--- config.mk ---
export PLATFORM = sky130hd
export DESIGN_NAME = bit_serial_subtractor
export DESIGN_NICKNAME = d
export VERILOG_FILES = /design/src/rtl/bit_serial_subtractor.sv
export SDC_FILE = /design/constraint.sdc
export NUM_CORES = 1
export LEC_CHECK = 0
export CAP_MARGIN = 20
export CORE_MARGIN = 2
export CORE_UTILIZATION = 65
export CTS_BUF_LIST = sky130_fd_sc_hd__clkbuf_8
export DETAILED_ROUTE_END_ITERATION = 8
export DONT_BUFFER_PORTS = 1
export MAX_ROUTING_LAYER = met4
export PLACE_DENSITY = 0.8
export SYNTH_ARGS = -nofsm -noshare
export SYNTH_HDL_FRONTEND = slang
export SYNTH_SLANG_ARGS = --single-unit
--- constraint.sdc ---
create_clock -name clk -period 2.45 [get_ports clk]
set_input_delay 0.1225 -clock clk [delete_from_list [all_inputs] [get_ports clk]]
set_output_delay 0.1225 -clock clk [all_outputs]
set_load 0.005 [all_outputs]
--- src/rtl/bit_serial_subtractor.sv ---
// Bit-serial subtractor: computes a - b one bit per clock, LSB first,
// through a full-subtractor cell with a registered borrow. Results are
// reported with a single-cycle done pulse and held until the next completion.
module bit_serial_subtractor #(
    parameter int unsigned WIDTH = 8
) (
    input  logic             clk,
    input  logic             rst_n,
    input  logic             start,
    input  logic [WIDTH-1:0] a,
    input  logic [WIDTH-1:0] b,
    output logic             busy,
    output logic             done,
    output logic [WIDTH-1:0] diff,
    output logic             borrow_out,
    output logic             ovf
);

    localparam int unsigned CW = $clog2(WIDTH);

    typedef enum logic [1:0] {
        IDLE  = 2'd0,
        SHIFT = 2'd1,
        DONE  = 2'd2
    } state_t;

    state_t           state_q, state_d;
    logic [WIDTH-1:0] a_q, a_d;
    logic [WIDTH-1:0] b_q, b_d;
    logic [WIDTH-1:0] res_q, res_d;
    logic             brw_q, brw_d;
    logic [CW-1:0]    cnt_q, cnt_d;
    logic             amsb_q, amsb_d;
    logic             bmsb_q, bmsb_d;
    logic [WIDTH-1:0] diff_q, diff_d;
    logic             bout_q, bout_d;
    logic             ovf_q, ovf_d;

    // Full-subtractor cell on the current operand LSBs and the borrow flop.
    logic ai, bi, bin, d_bit, bnext;
    assign ai    = a_q[0];
    assign bi    = b_q[0];
    assign bin   = brw_q;
    assign d_bit = ai ^ bi ^ bin;
    assign bnext = (~ai & bi) | (~(ai ^ bi) & bin);

    // State register and datapath registers, cleared asynchronously.
    always_ff @(posedge clk or negedge rst_n) begin
        if (!rst_n) begin
            state_q <= IDLE;
            a_q     <= '0;
            b_q     <= '0;
            res_q   <= '0;
            brw_q   <= 1'b0;
            cnt_q   <= '0;
            amsb_q  <= 1'b0;
            bmsb_q  <= 1'b0;
            diff_q  <= '0;
            bout_q  <= 1'b0;
            ovf_q   <= 1'b0;
        end else begin
            state_q <= state_d;
            a_q     <= a_d;
            b_q     <= b_d;
            res_q   <= res_d;
            brw_q   <= brw_d;
            cnt_q   <= cnt_d;
            amsb_q  <= amsb_d;
            bmsb_q  <= bmsb_d;
            diff_q  <= diff_d;
            bout_q  <= bout_d;
            ovf_q   <= ovf_d;
        end
    end

    // Next-state and datapath update; everything holds unless a state acts on it.
    always_comb begin
        state_d = state_q;
        a_d     = a_q;
        b_d     = b_q;
        res_d   = res_q;
        brw_d   = brw_q;
        cnt_d   = cnt_q;
        amsb_d  = amsb_q;
        bmsb_d  = bmsb_q;
        diff_d  = diff_q;
        bout_d  = bout_q;
        ovf_d   = ovf_q;

        case (state_q)
            IDLE: begin
                if (start) begin
                    a_d     = a;
                    b_d     = b;
                    amsb_d  = a[WIDTH-1];
                    bmsb_d  = b[WIDTH-1];
                    res_d   = '0;
                    brw_d   = 1'b0;
                    cnt_d   = '0;
                    state_d = SHIFT;
                end
            end
            SHIFT: begin
                res_d = {d_bit, res_q[WIDTH-1:1]};
                a_d   = a_q >> 1;
                b_d   = b_q >> 1;
                brw_d = bnext;
                cnt_d = cnt_q + CW'(1);
                if (cnt_q == CW'(WIDTH - 1)) begin
                    // Result registers load on the edge entering DONE so they
                    // are already valid while done is high; d_bit is the MSB here.
                    diff_d  = res_d;
                    bout_d  = bnext;
                    ovf_d   = (amsb_q ^ bmsb_q) & (d_bit ^ amsb_q);
                    state_d = DONE;
                end
            end
            DONE: begin
                state_d = IDLE;
            end
            default: begin
                state_d = IDLE;
            end
        endcase
    end

    assign busy       = (state_q == SHIFT);
    assign done       = (state_q == DONE);
    assign diff       = diff_q;
    assign borrow_out = bout_q;
    assign ovf        = ovf_q;

endmodule

==> flow_summary.yaml, run 1 <==
routing:
  num_vias: 1081
  dr.pass1.iters: 4
  wirelength_um: 3140
  drc: 0
  ant_nets: 0
  wl_per_cell_um: 17.4
  drt-initial-drc-count: 28
  detail_route.vias_per_cell: 5.97
power:
  peakVddDrop_uv: 817
  leakage_nw: 0.936
  p_per_area_nw_per_um2: 1260
worst_setup_path:
  path_cells: "o21bai_4 > nand2_1 > o21ai_1"
  startpoint_type: "flop"
  critical-path-slowest-cell: "o21bai_4"
  cp.arrival_ns: 1.79
  end_kind: "flop"
  cp.required_ns: 2.66
  slowest_delay_ns: 0.70
  crit_start: "state_q[0]"
  cpLargestDelayFamily: "compound AO/OA/AOI/OAI gates"
  critPathMaxFanout: 37
  crit_type: "flop to flop"
  worstReg2RegStart: "state_q[0]"
  path_buf_inv: 0
  reg2reg_depth: 3
  path_depth: 3
yosys:
  syn_inst: 145
  synth-seq-area-share_pct: 57.7
  netlist-cell-type-count: 23
  syn-num-nets: 167
  syn-cell-area_um2: 1780
  synth_area_per_cell_um2: 12.3
  yosys_warnings: 0
  yosys_register_bits: 41
timing:
  fin_setup_tns_ns: 0
  fin_crit_ns: 1.58
  hold_viol_final: 0
  rsz0062_at_grt: "no"
  finalCritPeriodShare_pct: 64.7
  fmax_ghz: 0.631
  worst_pin_slew_ns: 0.764
  max_slew_margin_pct: 48.9
  setup_violations: 0
  slew_violations: 0
  fin_worst_skew_ns: 0.00686
floorplanning:
  die_h_um: 56.3
  core.rowCount: 18
  core-area_um2: 2540
  initial_utilization_pct: 69.8
  io_pins: 31
  dieArea_um2: 3170
  die_x_um: 56.3
finish:
  finish.instance_area_um2: 1910
  n_antenna_cell: 0
  drive_above_1_share_pct: 8.61
  fin_nets: 172
  fillers: 180
  seq_area_um2: 1030
  area_growth_pct: 7.54
  multi_input_area_um2: 683
clocking:
  cts_tree: "built"
  clk_path_buf_depth: 2
  clk_pin_slew_worst_paths_ns: 0.07
  ctsRootBufferMaster: "clkbuf_8"
  clock_sinks: 41
  cts_made_buffers: 5
  htree_levels: 2
  insertion_delay_ns: 0.29
grt:
  grt_max_degree: 42
  grtUsageTotal_pct: 23.4
  grt_overflow: 0
  grt_pass1_vias: 1181
  antenna_found_initial: 0
  grt_pass1_wl_um: 5460
min_path:
  hp-start: "b[3]"
  hold_path_class: "input pin to flop"
  holdPathStages: 2
outcome:
  outcome: "complete, no violations"
placed_design:
  portBuffers: 0
  place_hpwl_um: 2070
  gp_congestion: 0.752
  dpl_cell_area_um2: 1770
run:
  drv_cap: 0
## cells in the mapped netlist, drive strengths merged
cell type	number	area [um2]
ha	2	25.0
a22o	9	78.8
nand2b	1	13.8
o21ai	20	100
and2b	1	7.51
nand2	19	71.3
buf	7	46.3
o21bai	1	18.8
inv	5	21.3
a22oi	1	7.51
dfrtp	41	1030
mux2	10	113
a21oi	4	20.0
and3b	1	8.76
nand3b	1	20.0
fa	1	20.0
nor2	2	7.51
mux2i	14	140
nor2b	5	31.3
## worst reg2reg max path, cell delays in order, from the launching register on
cell      delay, ns
dfrtp_1        0.55
o21bai_4       0.70
nand2_1        0.14
o21ai_1        0.11
## sequential cells by signal (all words and copies together), names as in the netlist
| register | flops |
|---|---|
| cnt_q | 3 |
| res_q | 7 |
| diff | 8 |
| amsb_q | 1 |
| borrow_out | 1 |
| a_q | 8 |
| ovf | 1 |
| bmsb_q | 1 |
| state_q | 2 |
| bin | 1 |
| b_q | 8 |
## routing by layer
metal / vias up / GRT usage, % / wire length, um
met1: 523 / 27.3 / 1260
met2: 38 / 38.3 / 1640
met4: 0 / 9.18 / 72
met3: 11 / 6.91 / 168
li1: 509 / - / -
met5: - / - / 0
## what timing repair did
item                      CTS  global route
hold buffers                5             0
gates resized for setup     0             0
buffers inserted            0             0
hold endpoints to repair   44             0
## worst paths after layout
path	slack (ns)	to
worst max register to register	0.87	a_q[5]
worst min-delay path	0.02	b_q[3]
worst max-delay path	0.87	a_q[5]
max in group asynchronous	1.97	diff[5]
worst min register to register	0.49	bin
min in group asynchronous	0.30	a_q[4]
## through the flow
stage / hold slack, ns / utilization [%] / instances / total power, mW / setup slack, ns
after global placement: -0.172 / 69.5 / 168 / 1.92 / 0.967
after global routing: 0.0187 / 75.1 / 181 / 2.58 / 0.750
after floorplan: -0.173 / - / 145 / 1.83 / 0.975
after detailed placement: -0.172 / 69.5 / 168 / 1.99 / 0.884
final: 0.0211 / 75.1 / 181 / 2.40 / 0.866
after CTS: 0.0185 / 75.1 / 181 / 2.42 / 0.867
## logic make-up (layout without fill, tap and decap cells)
group / after synthesis / in the layout / synth area share (%)
AO/OA/AOI/OAI: 35 / 35 / 12.7
adder cells (fa/ha/maj): 3 / 3 / 2.54
buffers and inverters: 12 / 18 / 3.80
flip-flops: 41 / 41 / 57.7
multiplexers: 24 / 24 / 14.2
AND/OR/NAND/NOR: 30 / 30 / 9.01
## layout by cell type (no fill, tap or decap)
| cell | netlist | final |
|---|---|---|
| nor2b_1 | 5 | 5 |
| dfrtp_1 | 41 | 41 |
| and3b_1 | 1 | 1 |
| nand2_1 | 19 | 19 |
| mux2i_1 | 14 | 14 |
| a22oi_1 | 1 | 1 |
| and2b_1 | 1 | 1 |
| o21bai_4 | 1 | 1 |
| a21oi_1 | 4 | 4 |
| clkbuf_8 | 0 | 5 |
| mux2_1 | 10 | 10 |
| a22o_1 | 9 | 9 |
| inv_4 | 1 | 1 |
| nor2_1 | 2 | 2 |
| o21ai_1 | 20 | 20 |
| nand3b_4 | 1 | 1 |
| ha_1 | 2 | 2 |
| dlygate4sd3_1 | 0 | 4 |
| fa_1 | 1 | 1 |
| clkinv_2 | 0 | 2 |
| nand2b_4 | 1 | 1 |
| inv_1 | 3 | 4 |
| inv_2 | 1 | 1 |
| buf_12 | 0 | 1 |
## layout make-up
type | instances | share of cell area [%]
Clock buffer | 5 | 3.60
Clock inverter | 3 | 0.720
Inverter | 5 | 1.11
Multi-Input combinational cell | 92 | 35.8
Sequential cell | 41 | 53.7
Tap cell | 30 | 1.96
Timing Repair Buffer | 5 | 3.14
## power by group
group	leakage [nW]	switching [mW]	internal, mW
combinational	0.366	0.406	0.392
sequential	0.520	0.224	0.973
clock	0.0491	0.215	0.193
total	0.936	0.846	1.56
Note: power is estimated with default switching activity, not from simulation.
==> run 2, diff against run 1 <==
Settings changed: ABC_AREA set to 1, CORE_UTILIZATION 65 to 59, PLACE_DENSITY 0.8 to 0.77.
Clock period 2.45 ns to 1.3 ns, I/O delays scaled along.
==> run 2 against run 1 <==
- the flow now finishes with violations (setup timing)
- first-iteration DRC count grew to 2.8 times the previous value
- core utilization fell by 5.5 points
- clock-buffer cell count unchanged
- via count grew 41%
- design area grew 20%
- combinational power grew to 2.9 times the previous value
- sequential share of layout area decreased by 8.8 points
- sequential power increased by 85%
- flip-flop and latch count stayed put
- routed wire length increased by 16%
- largest cell class unchanged
==> flow_summary.yaml, run 2 <==
outcome:
  outcome: "finished, violations left"
  violations: "setup timing"
timing:
  slew_violations: 0
  rsz0062_at_grt: "yes"
  fmax_ghz: 0.740
  fin_crit_ns: 1.35
  hold_viol_final: 0
  finalCritPeriodShare_pct: 104
  max_slew_margin_pct: 85.6
  setup_ws_ns: -0.0505
  worst_pin_slew_ns: 0.216
  fin_worst_skew_ns: 0.00509
  setup_violations: 3
routing:
  ant_nets: 0
  num_vias: 1524
  dr.pass1.iters: 4
  detail_route.vias_per_cell: 5.15
  wl_per_cell_um: 12.3
  drc: 0
  drt-initial-drc-count: 78
  wirelength_um: 3650
worst_setup_path:
  critPathMaxFanout: 3
  cp.arrival_ns: 1.54
  r2r-end: "ovf"
  reg2reg_depth: 7
  rrSetupSlack_ns: -0.05
  startpoint_type: "flop"
  crit_type: "flop to flop"
  end_kind: "flop"
  cp.required_ns: 1.49
  worstReg2RegStart: "b_q[0]"
yosys:
  yosys_warnings: 0
  syn_inst: 232
  yosys_register_bits: 41
  synth_ff_type: "dfrtp_1"
  netlist-cell-type-count: 20
  synthTopCellsByArea: "dfrtp_1 52%, nand3_1 12%, nand2_1 11%"
  yosysTopAreaCell: "dfrtp_1"
  synth-seq-area-share_pct: 51.7
  synth_common_cells: "59 x nand2_1, 47 x nand3_1, 41 x dfrtp_1"
  synth_edf_count: 0
  yosysMostFrequentCell: "nand2_1"
  synth.top_cell.area_share_pct: 51.7
  synthArstFlopShare_pct: 100
  syn-cell-area_um2: 1990
  synth_area_per_cell_um2: 8.56
  syn-num-nets: 254
placed_design:
  dp.cells: 277
  gp_congestion: 0.798
  portBuffers: 0
  place_hpwl_um: 2400
floorplanning:
  die_x_um: 62.0
  die_h_um: 62.0
  core-area_um2: 3280
  io_pins: 31
  dieArea_um2: 3850
  core.rowCount: 21
  initial_utilization_pct: 60.5
min_path:
  hold_path_class: "input pin to flop"
  holdPathStages: 4
  hp-start: "b[0]"
  hold-path-endpoint: "b_q[0]"
clocking:
  post_cts_buffers: 0
  htree_levels: 2
  clock_sinks: 41
  clk_path_buf_depth: 2
  cts_tree: "built"
  cts_made_buffers: 5
  ctsRootBufferMaster: "clkbuf_8"
  insertion_delay_ns: 0.29
  clk_pin_slew_worst_paths_ns: 0.08
grt:
  antenna_found_initial: 0
  grt_pass1_wl_um: 6220
  grtUsageTotal_pct: 23.2
  grt_pass1_vias: 1441
  grt_overflow: 0
  grt_max_degree: 42
finish:
  layout_commonest_cell: "nand2_1"
  drive_above_1_share_pct: 17.2
  area_growth_pct: 15.1
  n_antenna_cell: 0
  fin_cells: 296
  layout_common_cells: "59 x nand2_1, 47 x nand3_1, 41 x dfrtp_1, 35 x inv_1"
  fin_nets: 272
power:
  leakage_nw: 1.20
  peakVddDrop_uv: 1190
  power_mw: 5.55
  p_per_area_nw_per_um2: 2430
run:
  drv_cap: 0
==> run 2: logic make-up after synthesis <==
group / count (synthesis) / share of synthesized area (%)
buffers and inverters: 51 / 12.4
adders and majority gates: 3 / 2.27
and+or+nand+nor: 117 / 27.0
AOI/OAI and AO/OA: 20 / 6.74
DFF: 41 / 51.7
==> run 2: worst max path at each step <==
stage,start,end,cells after the start
floorplan,a_q[0],ovf,6
global placement,a_q[0],ovf,6
detailed placement,a_q[0],ovf,6
CTS,bin,ovf,7
global route,b_q[0],ovf,7
finish,b_q[0],ovf,7
==> run 2: metrics by stage <==
stage / setup slack (ns) / utilization (%) / hold WS [ns] / setup TNS [ns] / area (um2)
finish: -0.0505 / 69.6 / 0.00203 / -0.114 / 2280
floorplan: 0.000606 / - / -0.231 / 0 / 1990
CTS: -0.0568 / 69.3 / 0.00138 / -0.0961 / 2280
global placement: -0.0280 / 62.1 / -0.230 / -0.0280 / 2040
global route: -0.153 / 69.6 / 0.0293 / -0.331 / 2280
detailed placement: -0.0455 / 62.1 / -0.230 / -0.0799 / 2040
==> run 2: what timing repair did <==
item,4_1_cts,5_1_grt
gates cloned,1,0
resized for setup,3,4
endpoints found under the setup margin,11,4
hold endpoints to repair,52,0
hold buffers,11,0
pin swaps,3,2
==> run 2: final cells by class <==
type	count	area, um2
timing repair buffer	22	215
fill	271	1000
sequential	41	1030
multi-input combinational	141	736
tap	46	57.6
inverter	39	146
clock buffer	5	68.8
clock inverter	2	35.0
==> run 2: metal layers <==
metal	GRT usage, %	up-vias	part of all wire [%]
met5	-	-	0
met4	6.38	0	1.5
met3	6.21	7	4.4
met2	32.9	34	46
met1	33.0	720	49
li1	-	763	-
==> run 2: critical path, stage by stage, from the launching register on <==
cell and delay, ns:
dfrtp_1 0.37, inv_2 0.05, fa_2 0.61, nor2_2 0.04
nand2_1 0.05, nand2_1 0.04, nand2_1 0.05, nand2_1 0.05
==> run 2: power breakdown <==
group	switching [mW]	internal (mW)	leakage, nW
combinational	1.37	0.976	0.633
sequential	0.353	1.87	0.510
clock	0.424	0.558	0.0540
total	2.15	3.40	1.20
==> run 3, diff against run 2 <==
Settings changed: SETUP_SLACK_MARGIN set to 0.5.
==> run 3 against run 2 <==
- synthesized cell count unchanged
- area after synthesis unchanged
- the flow now stops in global routing
==> flow_summary.yaml, run 3 <==
placed_design:
  portBuffers: 0
  gp_congestion: 0.789
  place_hpwl_um: 2460
  dp.cells: 274
  dpl_cell_area_um2: 2130
clocking:
  ctsRootBufferMaster: "clkbuf_8"
  cts_made_buffers: 5
  htree_levels: 2
  clk_path_buf_depth: 2
  clock_sinks: 41
yosys:
  yosysMostFrequentCell: "nand2_1"
  yosys_register_bits: 41
  synthTopCellsByArea: "dfrtp_1 52%, nand3_1 12%, nand2_1 11%"
  synth-seq-area-share_pct: 51.7
  syn-num-nets: 254
  syn_inst: 232
  synth_common_cells: "59 x nand2_1, 47 x nand3_1, 41 x dfrtp_1"
  synth_edf_count: 0
  synth.top_cell.area_share_pct: 51.7
  synth_ff_type: "dfrtp_1"
  yosys_warnings: 0
  netlist-cell-type-count: 20
  yosysTopAreaCell: "dfrtp_1"
  synthArstFlopShare_pct: 100
  synth_area_per_cell_um2: 8.56
  syn-cell-area_um2: 1990
floorplanning:
  core.rowCount: 21
  die_h_um: 62.0
  io_pins: 31
  initial_utilization_pct: 60.5
  die_x_um: 62.0
timing:
  worstEpCategory: "sequential cell input"
  worst_endpoint: "ovf$_DFFE_PN0P_/D"
outcome:
  haltStage: "global routing"
  error_line: "[ERROR DPL-0038] Utilization greater than 100%, impossible to legalize"
  outcome: "aborted with a tool error"
grt:
  grt_max_degree: 42
-- run 3: cell counts after synthesis --
Identical to the previous run, type by type.
-- run 3: logic make-up after synthesis --
logic type	count (synthesis)	share of synthesized area, %
adders and majority gates	3	2.27
DFF	41	51.7
buffers and inverters	51	12.4
and+or+nand+nor	117	27.0
AOI/OAI and AO/OA	20	6.74
-- run 3: timing repair --
| item | 4_1_cts |
|---|---|
| endpoints found under the setup margin | 43 |
| endpoints found under the hold margin | 52 |
| resized for setup | 84 |
| hold buffers | 9 |
| gates cloned | 11 |
| pin swaps | 20 |
| setup buffers | 18 |
-- run 3: stage by stage --
step / util, % / worst slack, ns
floorplan: - / 0.0220
global placement: 64.7 / 0.0164
detailed placement: 64.7 / -0.0317
CTS: 92.8 / -0.0348
==> run 4, diff against run 3 <==
Settings changed: CORE_UTILIZATION 59 to 40, CTS_BUF_LIST sky130_fd_sc_hd__clkbuf_8 to unset, MAX_ROUTING_LAYER met4 to unset, PLACE_DENSITY 0.77 to unset, PLACE_DENSITY_LB_ADDON set to 0.15, SETUP_SLACK_MARGIN 0.5 to unset.
Clock period 1.3 ns to 1.7 ns, I/O delays scaled along.
==> run 4 against run 3 <==
- the flow now finishes without violations
==> flow_summary.yaml, run 4 (synthesis gave the netlist of run 2 again) <==
floorplanning:
  core.rowCount: 25
  die_h_um: 74.5
  die_x_um: 74.5
  dieArea_um2: 5540
  initial_utilization_pct: 41.8
  io_pins: 31
  core-area_um2: 4750
min_path:
  hold-path-endpoint: "a_q[4]"
  holdPathStages: 4
  hp-start: "a[4]"
  hold_path_class: "input pin to flop"
grt:
  grtUsageTotal_pct: 16.1
  grt_pass1_vias: 1427
  grt_max_degree: 42
  antenna_found_initial: 0
  grt_overflow: 0
  grt_pass1_wl_um: 6600
timing:
  worst_pin_slew_ns: 0.451
  fmax_ghz: 0.695
  fin_crit_ns: 1.44
  finalCritPeriodShare_pct: 84.6
  setup_violations: 0
  hold_viol_final: 0
  slew_violations: 0
  max_slew_margin_pct: 69.8
  fin_worst_skew_ns: 0.00252
  fin_setup_tns_ns: 0
  setup_ws_ns: 0.262
  rsz0062_at_grt: "no"
power:
  power_mw: 3.99
  peakVddDrop_uv: 672
  leakage_nw: 1.14
  p_per_area_nw_per_um2: 1840
routing:
  ant_nets: 0
  detail_route.vias_per_cell: 4.72
  num_vias: 1439
  dr.pass1.iters: 4
  drt-initial-drc-count: 104
  wl_per_cell_um: 12.6
  drc: 0
  wirelength_um: 3840
clocking:
  ctsRootBufferMaster: "clkbuf_8"
  insertion_delay_ns: 0.29
  post_cts_buffers: 0
  clk_path_buf_depth: 2
  cts_tree: "built"
  clk_pin_slew_worst_paths_ns: 0.08
  htree_levels: 2
  cts_made_buffers: 5
  clock_sinks: 41
finish:
  fin_nets: 259
  drive_above_1_share_pct: 12.6
  layout_common_cells: "59 x nand2_1, 47 x nand3_1, 41 x dfrtp_1, 37 x inv_1, 8 x o21ai_2"
  final_util_pct: 45.7
  n_antenna_cell: 0
  layout_commonest_cell: "nand2_1"
  area_growth_pct: 9.39
placed_design:
  place_hpwl_um: 2500
  gp_congestion: 0.823
  pre_cts_ws_ns: 0.274
  portBuffers: 0
worst_setup_path:
  critPathMaxFanout: 4
  rrSetupSlack_ns: 0.26
  startpoint_type: "flop"
  end_kind: "flop"
  reg2reg_depth: 6
  cp.arrival_ns: 1.63
  worstReg2RegStart: "a_q[0]"
  cp.required_ns: 1.89
  crit_type: "flop to flop"
  r2r-end: "ovf"
run:
  drv_cap: 0
outcome:
  outcome: "complete, no violations"
[run 4: stage by stage]
stage	hold slack, ns	instances	area (um2)
global route	0.0154	305	2170
detailed placement	-0.210	291	2000
floorplan	-0.211	232	1990
CTS	0.00270	305	2170
global placement	-0.209	291	2000
finish	0.00792	305	2170
[run 4: worst max path at each step]
stage | to | startpoint
2_1_floorplan | ovf | a_q[0]
3_3_place_gp | ovf | a_q[0]
3_5_place_dp | res_q[2] | state_q[1]
4_1_cts | res_q[2] | state_q[1]
5_1_grt | b_q[1] | state_q[1]
6_report | ovf | a_q[0]
[run 4: per-layer routing]
| metal | wire [um] | global-route usage [%] | vias to the layer above |
|---|---|---|---|
| met5 | 0 | 0 | - |
| met4 | 61 | 6.15 | 0 |
| met3 | 179 | 5.42 | 6 |
| met2 | 1720 | 24.2 | 25 |
| met1 | 1880 | 21.7 | 679 |
| li1 | - | - | 729 |
[run 4: what timing repair did]
action | 4_1_cts | 5_1_grt
resized for setup | 0 | 0
hold buffers | 6 | 0
hold endpoints to repair | 47 | 0
[run 4: cell type report]
type                       count  area [um2]
timing repair buffer          10         100
clock buffer                   7        96.3
fill                         490        2580
multi-input combinational    140         714
tap                           67        83.8
inverter                      39         146
sequential                    41        1030
clock inverter                 1        5.00
[run 4: power by group]
part | total [mW] | leakage [nW] | internal [mW] | switching, mW
registers | 1.71 | 0.510 | 1.43 | 0.280
clock network | 0.700 | 0.0542 | 0.367 | 0.333
logic | 1.58 | 0.571 | 0.605 | 0.978
[run 4: critical path, cell delays in order, from the launching register on]
cell     delay, ns
dfrtp_1       0.41
fa_1          0.66
nor2_1        0.07
nand2_1       0.06
nand2_1       0.04
nand2_1       0.05
nand2_1       0.04
